File: config.mk
export PLATFORM = sky130hd
export DESIGN_NAME = seven_seg_scan_driver
export DESIGN_NICKNAME = d
export VERILOG_FILES = /design/src/rtl/seven_seg_pkg.sv /design/src/rtl/seven_seg_glyph.sv /design/src/rtl/seven_seg_scan_driver.sv
export SDC_FILE = /design/constraint.sdc
export NUM_CORES = 1
export LEC_CHECK = 0
export ABC_AREA = 1
export CAP_MARGIN = 20
export CORE_AREA = 4 4 105 82
export DETAILED_ROUTE_END_ITERATION = 7
export DIE_AREA = 0 0 109 86
export HOLD_SLACK_MARGIN = 0.1
export MAX_ROUTING_LAYER = met4
export RECOVER_POWER = 50
export SLEW_MARGIN = 20
export SYNTH_ARGS = -nofsm -noshare
export SYNTH_HDL_FRONTEND = slang
export SYNTH_HIERARCHICAL = 1
export SYNTH_SLANG_ARGS = --single-unit
export TNS_END_PERCENT = 20
File: constraint.sdc
create_clock -name Clk -period 2.5 [get_ports Clk]
set_clock_uncertainty 0.05 [all_clocks]
set_input_delay 0.375 -clock Clk [delete_from_list [all_inputs] [get_ports Clk]]
set_output_delay 0.375 -clock Clk [all_outputs]
set_load 0.02 [all_outputs]
File: src/rtl/seven_seg_pkg.sv
// Shared segment bit positions and active-low glyph codes for the
// seven-segment display path.
package seven_seg_pkg;

  localparam int SEG_A = 0;
  localparam int SEG_B = 1;
  localparam int SEG_C = 2;
  localparam int SEG_D = 3;
  localparam int SEG_E = 4;
  localparam int SEG_F = 5;
  localparam int SEG_G = 6;

  localparam logic [6:0] GLYPH_0     = 7'h40;
  localparam logic [6:0] GLYPH_1     = 7'h79;
  localparam logic [6:0] GLYPH_2     = 7'h24;
  localparam logic [6:0] GLYPH_3     = 7'h30;
  localparam logic [6:0] GLYPH_4     = 7'h19;
  localparam logic [6:0] GLYPH_5     = 7'h12;
  localparam logic [6:0] GLYPH_6     = 7'h02;
  localparam logic [6:0] GLYPH_7     = 7'h78;
  localparam logic [6:0] GLYPH_8     = 7'h00;
  localparam logic [6:0] GLYPH_9     = 7'h10;
  localparam logic [6:0] GLYPH_A     = 7'h08;
  localparam logic [6:0] GLYPH_B     = 7'h03;
  localparam logic [6:0] GLYPH_C     = 7'h46;
  localparam logic [6:0] GLYPH_D     = 7'h21;
  localparam logic [6:0] GLYPH_E     = 7'h06;
  localparam logic [6:0] GLYPH_F     = 7'h0E;
  localparam logic [6:0] GLYPH_DASH  = 7'h3F;
  localparam logic [6:0] GLYPH_BLANK = 7'h7F;

endpackage

File: src/rtl/seven_seg_glyph.sv
// Combinational nibble-to-glyph lookup; codes above 9 become A-F or a
// dash depending on hex_mode_i.
module seven_seg_glyph
  import seven_seg_pkg::*;
(
  input  logic [3:0] nibble_i,
  input  logic       hex_mode_i,
  output logic [6:0] glyph_o
);

  always_comb begin
    glyph_o = GLYPH_BLANK;
    case (nibble_i)
      4'h0: glyph_o = GLYPH_0;
      4'h1: glyph_o = GLYPH_1;
      4'h2: glyph_o = GLYPH_2;
      4'h3: glyph_o = GLYPH_3;
      4'h4: glyph_o = GLYPH_4;
      4'h5: glyph_o = GLYPH_5;
      4'h6: glyph_o = GLYPH_6;
      4'h7: glyph_o = GLYPH_7;
      4'h8: glyph_o = GLYPH_8;
      4'h9: glyph_o = GLYPH_9;
      4'hA: glyph_o = hex_mode_i ? GLYPH_A : GLYPH_DASH;
      4'hB: glyph_o = hex_mode_i ? GLYPH_B : GLYPH_DASH;
      4'hC: glyph_o = hex_mode_i ? GLYPH_C : GLYPH_DASH;
      4'hD: glyph_o = hex_mode_i ? GLYPH_D : GLYPH_DASH;
      4'hE: glyph_o = hex_mode_i ? GLYPH_E : GLYPH_DASH;
      4'hF: glyph_o = hex_mode_i ? GLYPH_F : GLYPH_DASH;
      default: glyph_o = GLYPH_BLANK;
    endcase
  end

endmodule

File: src/rtl/seven_seg_scan_driver.sv
// Time-multiplexed common-anode display driver: snapshot registers,
// prescaled digit scan, leading-zero blanking and a dead cycle per advance.
module seven_seg_scan_driver
  import seven_seg_pkg::*;
#(
  parameter int NUM_DIGITS       = 4,
  parameter int SCAN_DIV         = 50000,
  parameter int HEX_MODE         = 0,
  parameter int ANODE_ACTIVE_LOW = 1
) (
  input  logic                    Clk,
  input  logic                    Rst,
  input  logic [4*NUM_DIGITS-1:0] Digits,
  input  logic [NUM_DIGITS-1:0]   DpIn,
  input  logic                    Load,
  input  logic                    LzbEn,
  output logic [6:0]              SevenSegs,
  output logic                    DpOut,
  output logic [NUM_DIGITS-1:0]   Anodes,
  output logic                    ScanTick
);

  localparam int IDX_W = (NUM_DIGITS > 1) ? $clog2(NUM_DIGITS) : 1;
  localparam int CNT_W = $clog2(SCAN_DIV);
  localparam logic [NUM_DIGITS-1:0] ANODES_OFF = {NUM_DIGITS{ANODE_ACTIVE_LOW != 0}};

  logic [CNT_W-1:0]        cnt_q, cnt_d;
  logic [IDX_W-1:0]        idx_q, idx_d;
  logic [4*NUM_DIGITS-1:0] digits_q;
  logic [NUM_DIGITS-1:0]   dp_q;
  logic                    lzb_q;
  logic [6:0]              seg_q, seg_d;
  logic                    dp_out_q, dp_out_d;
  logic [NUM_DIGITS-1:0]   an_q, an_d;
  logic                    tick_q;

  logic                    tick;
  logic [NUM_DIGITS-1:0]   blank;
  logic [NUM_DIGITS-1:0]   an_sel;
  logic [3:0]              sel_nib;
  logic                    sel_dp;
  logic                    sel_blank;
  logic                    run_zero;
  logic [6:0]              glyph;

  assign tick = (cnt_q == CNT_W'(SCAN_DIV - 1));

  always_comb begin
    cnt_d = tick ? '0 : cnt_q + CNT_W'(1);
    idx_d = idx_q;
    if (tick) begin
      idx_d = (idx_q == IDX_W'(NUM_DIGITS - 1)) ? '0 : idx_q + IDX_W'(1);
    end
  end

  // Walk from the most significant digit down; a digit blanks only while
  // everything at or above it is still zero.
  always_comb begin
    run_zero = 1'b1;
    blank    = '0;
    for (int i = NUM_DIGITS - 1; i >= 0; i--) begin
      run_zero = run_zero & (digits_q[4*i +: 4] == 4'd0);
      if (i > 0) blank[i] = lzb_q & run_zero;
    end
  end

  generate
    for (genvar gi = 0; gi < NUM_DIGITS; gi++) begin : g_anode
      assign an_sel[gi] = (idx_q == IDX_W'(gi));
    end
  endgenerate

  always_comb begin
    sel_nib   = '0;
    sel_dp    = 1'b0;
    sel_blank = 1'b0;
    for (int i = 0; i < NUM_DIGITS; i++) begin
      if (an_sel[i]) begin
        sel_nib   = digits_q[4*i +: 4];
        sel_dp    = dp_q[i];
        sel_blank = blank[i];
      end
    end
  end

  seven_seg_glyph u_glyph (
    .nibble_i   (sel_nib),
    .hex_mode_i (HEX_MODE != 0),
    .glyph_o    (glyph)
  );

  always_comb begin
    seg_d    = GLYPH_BLANK;
    dp_out_d = 1'b1;
    an_d     = ANODES_OFF;
    if (!tick) begin
      seg_d    = sel_blank ? GLYPH_BLANK : glyph;
      dp_out_d = ~sel_dp;
      an_d     = an_sel ^ ANODES_OFF;
    end
  end

  always_ff @(posedge Clk) begin
    if (Rst) begin
      cnt_q    <= '0;
      idx_q    <= '0;
      digits_q <= '0;
      dp_q     <= '0;
      lzb_q    <= 1'b0;
      seg_q    <= GLYPH_BLANK;
      dp_out_q <= 1'b1;
      an_q     <= ANODES_OFF;
      tick_q   <= 1'b0;
    end else begin
      cnt_q    <= cnt_d;
      idx_q    <= idx_d;
      seg_q    <= seg_d;
      dp_out_q <= dp_out_d;
      an_q     <= an_d;
      tick_q   <= tick;
      if (Load) begin
        digits_q <= Digits;
        dp_q     <= DpIn;
        lzb_q    <= LzbEn;
      end
    end
  end

  assign SevenSegs = seg_q;
  assign DpOut     = dp_out_q;
  assign Anodes    = an_q;
  assign ScanTick  = tick_q;

endmodule
* Word level (Yosys, flattened, before mapping) *
Cells that the tools add are included.

word-level totals
  flip-flop bits (word level) = 52
  bits of input ports = 24
  output and inout port bits = 13
  logic and storage cells = 58

cells by class
  add/sub/neg operators = 2
  equality and inequality tests = 19
  multiplexer cells = 13
  bitwise operators = 7
  reductions and logical operators = 8

operators by type and width
  operator                                                                count
  7-bit one-hot mux with 11 select lines                                  1
  4-bit equality test (second input constant)                             8
  16-bit by 1-bit adder with 16-bit output (second input constant)        1
  16-bit equality test (second input constant)                            1
  4-bit by 3-bit equality test with 1-bit output (second input constant)  4
  4-bit logical NOT                                                       4
  4-bit 2-to-1 mux                                                        4
  4-bit by 2-bit equality test with 1-bit output (second input constant)  2
  1-bit 2-to-1 mux                                                        7
  6-bit OR reduction                                                      1
  1-bit AND                                                               5
  2-bit equality test (second input constant)                             2
  4-bit by 1-bit equality test with 1-bit output (second input constant)  1
  4-bit NOT                                                               1
  3-bit OR reduction                                                      1
  2-bit by 1-bit adder with 2-bit output (second input constant)          1
  2-bit by 1-bit equality test with 1-bit output (second input constant)  1
  2-bit logical NOT                                                       1
  2-bit 2-to-1 mux                                                        1
  2-bit OR reduction                                                      1
  1-bit NOT                                                               1

* Logic depth before layout (Yosys ltp) *
  depth in word-level cells = 8
  gate-level depth with buffers = 16
  depth with buffers taken out = 16

* By module *
The synthesis kept the hierarchy.

modules (own cells, without submodules)
  module                 times used  cells an instance  area an instance (um2)  seq. area each (um2)
  seven_seg_scan_driver  1           315                2,283.4                 1,041.0
  seven_seg_glyph        1           56                 246.5                   0.0

* Least setup slack after synthesis *
No wires, ideal clock.

  path kind = register to register
  start = reg idx_q[0]
  end = reg seg_q[0] (netlist: SevenSegs[0])
  library setup time = 0.128 ns
  data arrival time = 1.835 ns
  data required time = 2.322 ns
  path slack = 0.487 ns
  cell stages (with the launch flop) = 13
  buffers on the path = 0
  clock period less this slack = 2.013 ns
  cell sequence = dfxtp_1 > inv_1 > ha_1 > inv_1 > o211ai_1 > a22oi_1 > nor2_1 > inv_1 > nor2_1 > nor2_1 > nand3_1 > inv_1 > nand3_1

on the way
  longest elaborated chain between the ends = 8
  elaborated cells between the ends (all ways) = 30
  classes of those cells = eq/ne: 18; mux: 8; reduce/logical: 4

RTL lines
  what                                        line                          RTL
  start: declaration                          seven_seg_scan_driver.sv:28   logic [IDX_W-1:0] idx_q, idx_d;
  start signal: assignment                    seven_seg_scan_driver.sv:116  idx_q <= idx_d;
  2-bit logical NOT                           seven_seg_scan_driver.sv:69   assign an_sel[gi] = (idx_q == IDX_W'(gi));
  4-bit 2-to-1 mux (3 in a row)               seven_seg_scan_driver.sv:78   if (an_sel[i]) begin
  4-bit 2-to-1 mux (*)                        seven_seg_scan_driver.sv:78
  net sel_nib[0]                              seven_seg_scan_driver.sv:40   logic [3:0] sel_nib;
  4-bit equality test                         seven_seg_glyph.sv:13         case (nibble_i)
  6-bit OR reduction (no source line)         n/a
  7-bit one-hot mux with 11 select lines (*)  seven_seg_glyph.sv:13
  net glyph[0]                                seven_seg_scan_driver.sv:44   logic [6:0] glyph;
  end signal: assignment                      seven_seg_scan_driver.sv:117  seg_q <= seg_d;
  end: declaration                            seven_seg_scan_driver.sv:32   logic [6:0] seg_q, seg_d;

The timed path passes the listed nets; every way through them passes the cells marked *.
A chain may end at the register's enable or synchronous reset.

* Worst setup path after layout *
  start = reg idx_q[1]
  end = reg seg_q[3] (netlist: SevenSegs[3])

Same word-level chain as after synthesis.

==> run summary <==
### Run status
* finished, final reports clean — status

### Floorplanning
* 28 — placement row count
* 9370 um2 — die outline area
* 7670 um2 — core outline area
* 37 — # IOs
* 109 um — horizontal extent of the die
* 86 um — die extent in y
* 33.0% — effective utilization at floorplan

### Timing
* 58.7% — worst relative slew slack
* 0 — Final Setup Violations
* 2160 ps — shortest clock period the worst path allows after layout
* 422 ps — Hold Worst Slack
* 619 ps — pin slew with the least headroom to its limit
* 0 — number of max-slew violations in the final report
* 0 ps — summed negative setup slack over all endpoints
* 86.4% — Final period util
* 0.463 GHz — timing-limited maximum frequency
* false — RSZ-0062 raised after global routing
* 0 — final hold viol count

### Drt
* 5670 um — post-detailed-routing wire length
* 0 — number of routed nets with antenna violations
* 2312 — total via count in the routed design
* 0 — Residual DRC
* 4.45 — Avg Vias per Cell
* 68 — initial detailed-routing violation count
* 10.9 um — detailed-route wire length per cell
* 4 — number of detailed-route iterations in the first pass

### Final layout
* 442 — Total Nets Final
* 0 — Antenna Diode Count
* 1040 um2 — flip-flop and latch area
* 22.8% — Synth-to-Final Area Change
* 40.5% — final core utilization
* 5.80% — fraction of final layout cells with drive strength greater than 1
* 822 — Filler cells
* 1270 um2 — area taken by multi-input logic gates

### Clocking
* 2 — Max clock buf depth
* 2 — H-Tree Depth
* 90 ps — clk slew on worst S/H paths
* sky130_fd_sc_hd__clkbuf_8 — CTS Root Cell
* 52 — Num Clock Sinks
* 5 — number of buffers created by CTS
* yes — clock tree from TritonCTS
* 0 — # hold bufs at CTS
* 300 ps — clock latency of the later-clocked register in the worst-skew pair

### Synthesis
* 0% — Async S/R FF share, synth
* 52 — post-synthesis register bit count
* 0 — EDFF count, synth
* 2530 um2 — area of the mapped netlist
* 371 — gate count after technology mapping
* 6 — Yosys Warn Count
* 6.82 um2 — Syn Area/Cell
* 41.1% — sequential-to-total area share from yosys stat
* sky130_fd_sc_hd__dfxtp_1 — most common flop cell mapped by yosys
* 27 — Unique masters post-synth

### Run
* 0 — MaxCap Viol Count

### Worst setup path
* 10 — largest fanout on the critical path
* register — Setup crit end kind
* register — crit start category
* 2630 ps — data required time of the critical path
* 2290 ps — Critical Path AT
* reg -> reg — kind of critical path

### Place
* 4260 um — Final HPWL DP
* 0.904 — RePlAce Congestion
* 36 — number of port buffers

### Power
* 25.2% — fraction of power spent switching nets
* 30.7% — power share of the clock group
* 515 nW/um2 — P per Cell Area
* 1600 uW — power consumption
* 55.5% — part of the power in registers
* 13.8% — part of the total power dissipated in combinational logic
* 402 uW — NetSw
* 1200 uW — P_int
* 0.00130 uW — Leak Pwr
* 0.220 mV — largest voltage drop on the vdd net

### Global routing
* 2167 — vias in the first global route
* 0 — antenna violations before repair
* 13.3% — Total GRT Usage
* 9870 um — wire length of the first global-routing pass
* 0 — GR Overflow Total
* 28 — largest net degree at the start of global routing

### Hold path
* reg -> reg — worst min-delay path category

[sequential cells by signal (all words and copies together) (netlist names), 2 cells and up]
| signal | count |
|---|---|
| digits_q | 16 |
| cnt_q | 16 |
| SevenSegs | 7 |
| dp_q | 4 |
| Anodes | 4 |
| idx_q | 2 |
[worst max-delay path, stage by stage, from the launching register on]
cell,delay (ps)
sky130_fd_sc_hd__dfxtp_1,390
sky130_fd_sc_hd__inv_1,90
sky130_fd_sc_hd__ha_1,210
sky130_fd_sc_hd__inv_2,140
sky130_fd_sc_hd__nor2_1,70
sky130_fd_sc_hd__a21oi_1,110
sky130_fd_sc_hd__nand2_1,80
sky130_fd_sc_hd__a22oi_2,190
sky130_fd_sc_hd__inv_1,110
sky130_fd_sc_hd__nand2_1,130
sky130_fd_sc_hd__inv_1,70
sky130_fd_sc_hd__nand2_1,70
sky130_fd_sc_hd__nand2_1,50
sky130_fd_sc_hd__nor2_1,90
sky130_fd_sc_hd__nand2_1,50
sky130_fd_sc_hd__inv_1,50
sky130_fd_sc_hd__nand3_1,60
[per-stage QoR]
stage | worst slack, ps | cell area (um2) | instances
4_1_cts | 213 | 3110 | 519
2_1_floorplan | 487 | 2540 | 374
6_report | 340 | 3110 | 519
3_5_place_dp | 237 | 3020 | 511
5_1_grt | 12.4 | 3110 | 519
3_3_place_gp | 286 | 3020 | 511
[cells in the mapped netlist, types with 3 or more instances]
master                      n  area (um2)
sky130_fd_sc_hd__nor3_1     5        25.0
sky130_fd_sc_hd__nor2_1    64         240
sky130_fd_sc_hd__a22oi_1    5        37.5
sky130_fd_sc_hd__nand3_1   31         155
sky130_fd_sc_hd__o21ai_0   26         130
sky130_fd_sc_hd__ha_1       5        62.6
sky130_fd_sc_hd__dfxtp_1   52        1040
sky130_fd_sc_hd__o211ai_1   4        30.0
sky130_fd_sc_hd__nand2_1   72         270
sky130_fd_sc_hd__a21oi_1   22         110
sky130_fd_sc_hd__nor2_2     4        25.0
sky130_fd_sc_hd__nand4_1    7        43.8
sky130_fd_sc_hd__clkbuf_1   6        22.5
sky130_fd_sc_hd__inv_1     48         180
sky130_fd_sc_hd__xor2_1     3        26.3
[layer usage]
layer,routed length (um),global-route usage [%],vias to the layer above
met2,2410,20.2,40
met4,53,3.10,0
met1,2930,18.1,1004
li1,-,-,1263
met3,282,3.01,5
met5,0,-,-
[timing repair]
item	in CTS	in global routing
resized for setup	0	3
endpoints found under the hold margin	0	0
setup endpoints to repair	0	5
setup buffers	0	0
[power groups by stage]
stage	clock, uW	sequential [uW]	combinational, uW
2_1_floorplan	0	919	115
6_report	491	887	221
3_3_place_gp	0	908	220
4_1_cts	510	888	223
3_5_place_dp	0	907	222
5_1_grt	546	893	251
[area by class of cell]
class | count | share of cell area, %
multi-input cells | 263 | 40.8
flip-flops and latches | 52 | 33.5
repair buffers | 41 | 12.6
inverters | 50 | 6.04
well taps | 105 | 4.23
clock buffers | 8 | 2.90
[cell usage in the layout, fill, tap and decap left out, drive strengths merged]
cell type | netlist | routed
a21oi | 22 | 22
or2 | 2 | 2
xor2 | 3 | 3
nand4 | 7 | 7
dlygate4sd3 | 0 | 1
o211ai | 4 | 4
xnor2 | 1 | 1
nand2 | 75 | 75
nor2 | 68 | 68
clkdlybuf4s50 | 0 | 35
conb | 1 | 4
o21ai | 26 | 26
dfxtp | 52 | 52
nand3 | 33 | 33
o21bai | 1 | 1
inv | 50 | 50
a22oi | 5 | 5
ha | 5 | 5
nor3 | 7 | 7
buf | 3 | 3
clkbuf | 6 | 10
[final timing paths]
path	cells past startpoint	slack [ps]	to	from
worst max-delay path	16	340	SevenSegs[3]$_SDFF_PP1_	idx_q[1]$_SDFFE_PP0P_
worst min-delay path	1	420	cnt_q[0]$_SDFF_PP0_	cnt_q[0]$_SDFF_PP0_
worst max register to register	16	340	SevenSegs[3]$_SDFF_PP1_	idx_q[1]$_SDFFE_PP0P_
worst min register to register	1	420	cnt_q[0]$_SDFF_PP0_	cnt_q[0]$_SDFF_PP0_
[kinds of logic (layout without fill, tap and decap cells)]
kind of cell | after synthesis | count (layout) | synth area share (%)
buffers and inverters | 59 | 99 | 9.35
AOI/OAI and AO/OA | 58 | 58 | 12.5
xor gates and xnor gates | 4 | 4 | 1.39
and+or+nand+nor | 192 | 192 | 33.0
DFF | 52 | 52 | 41.1
other | 1 | 4 | 0.148
adders and majority gates | 5 | 5 | 2.47
Power figures use the tool's default switching activity.
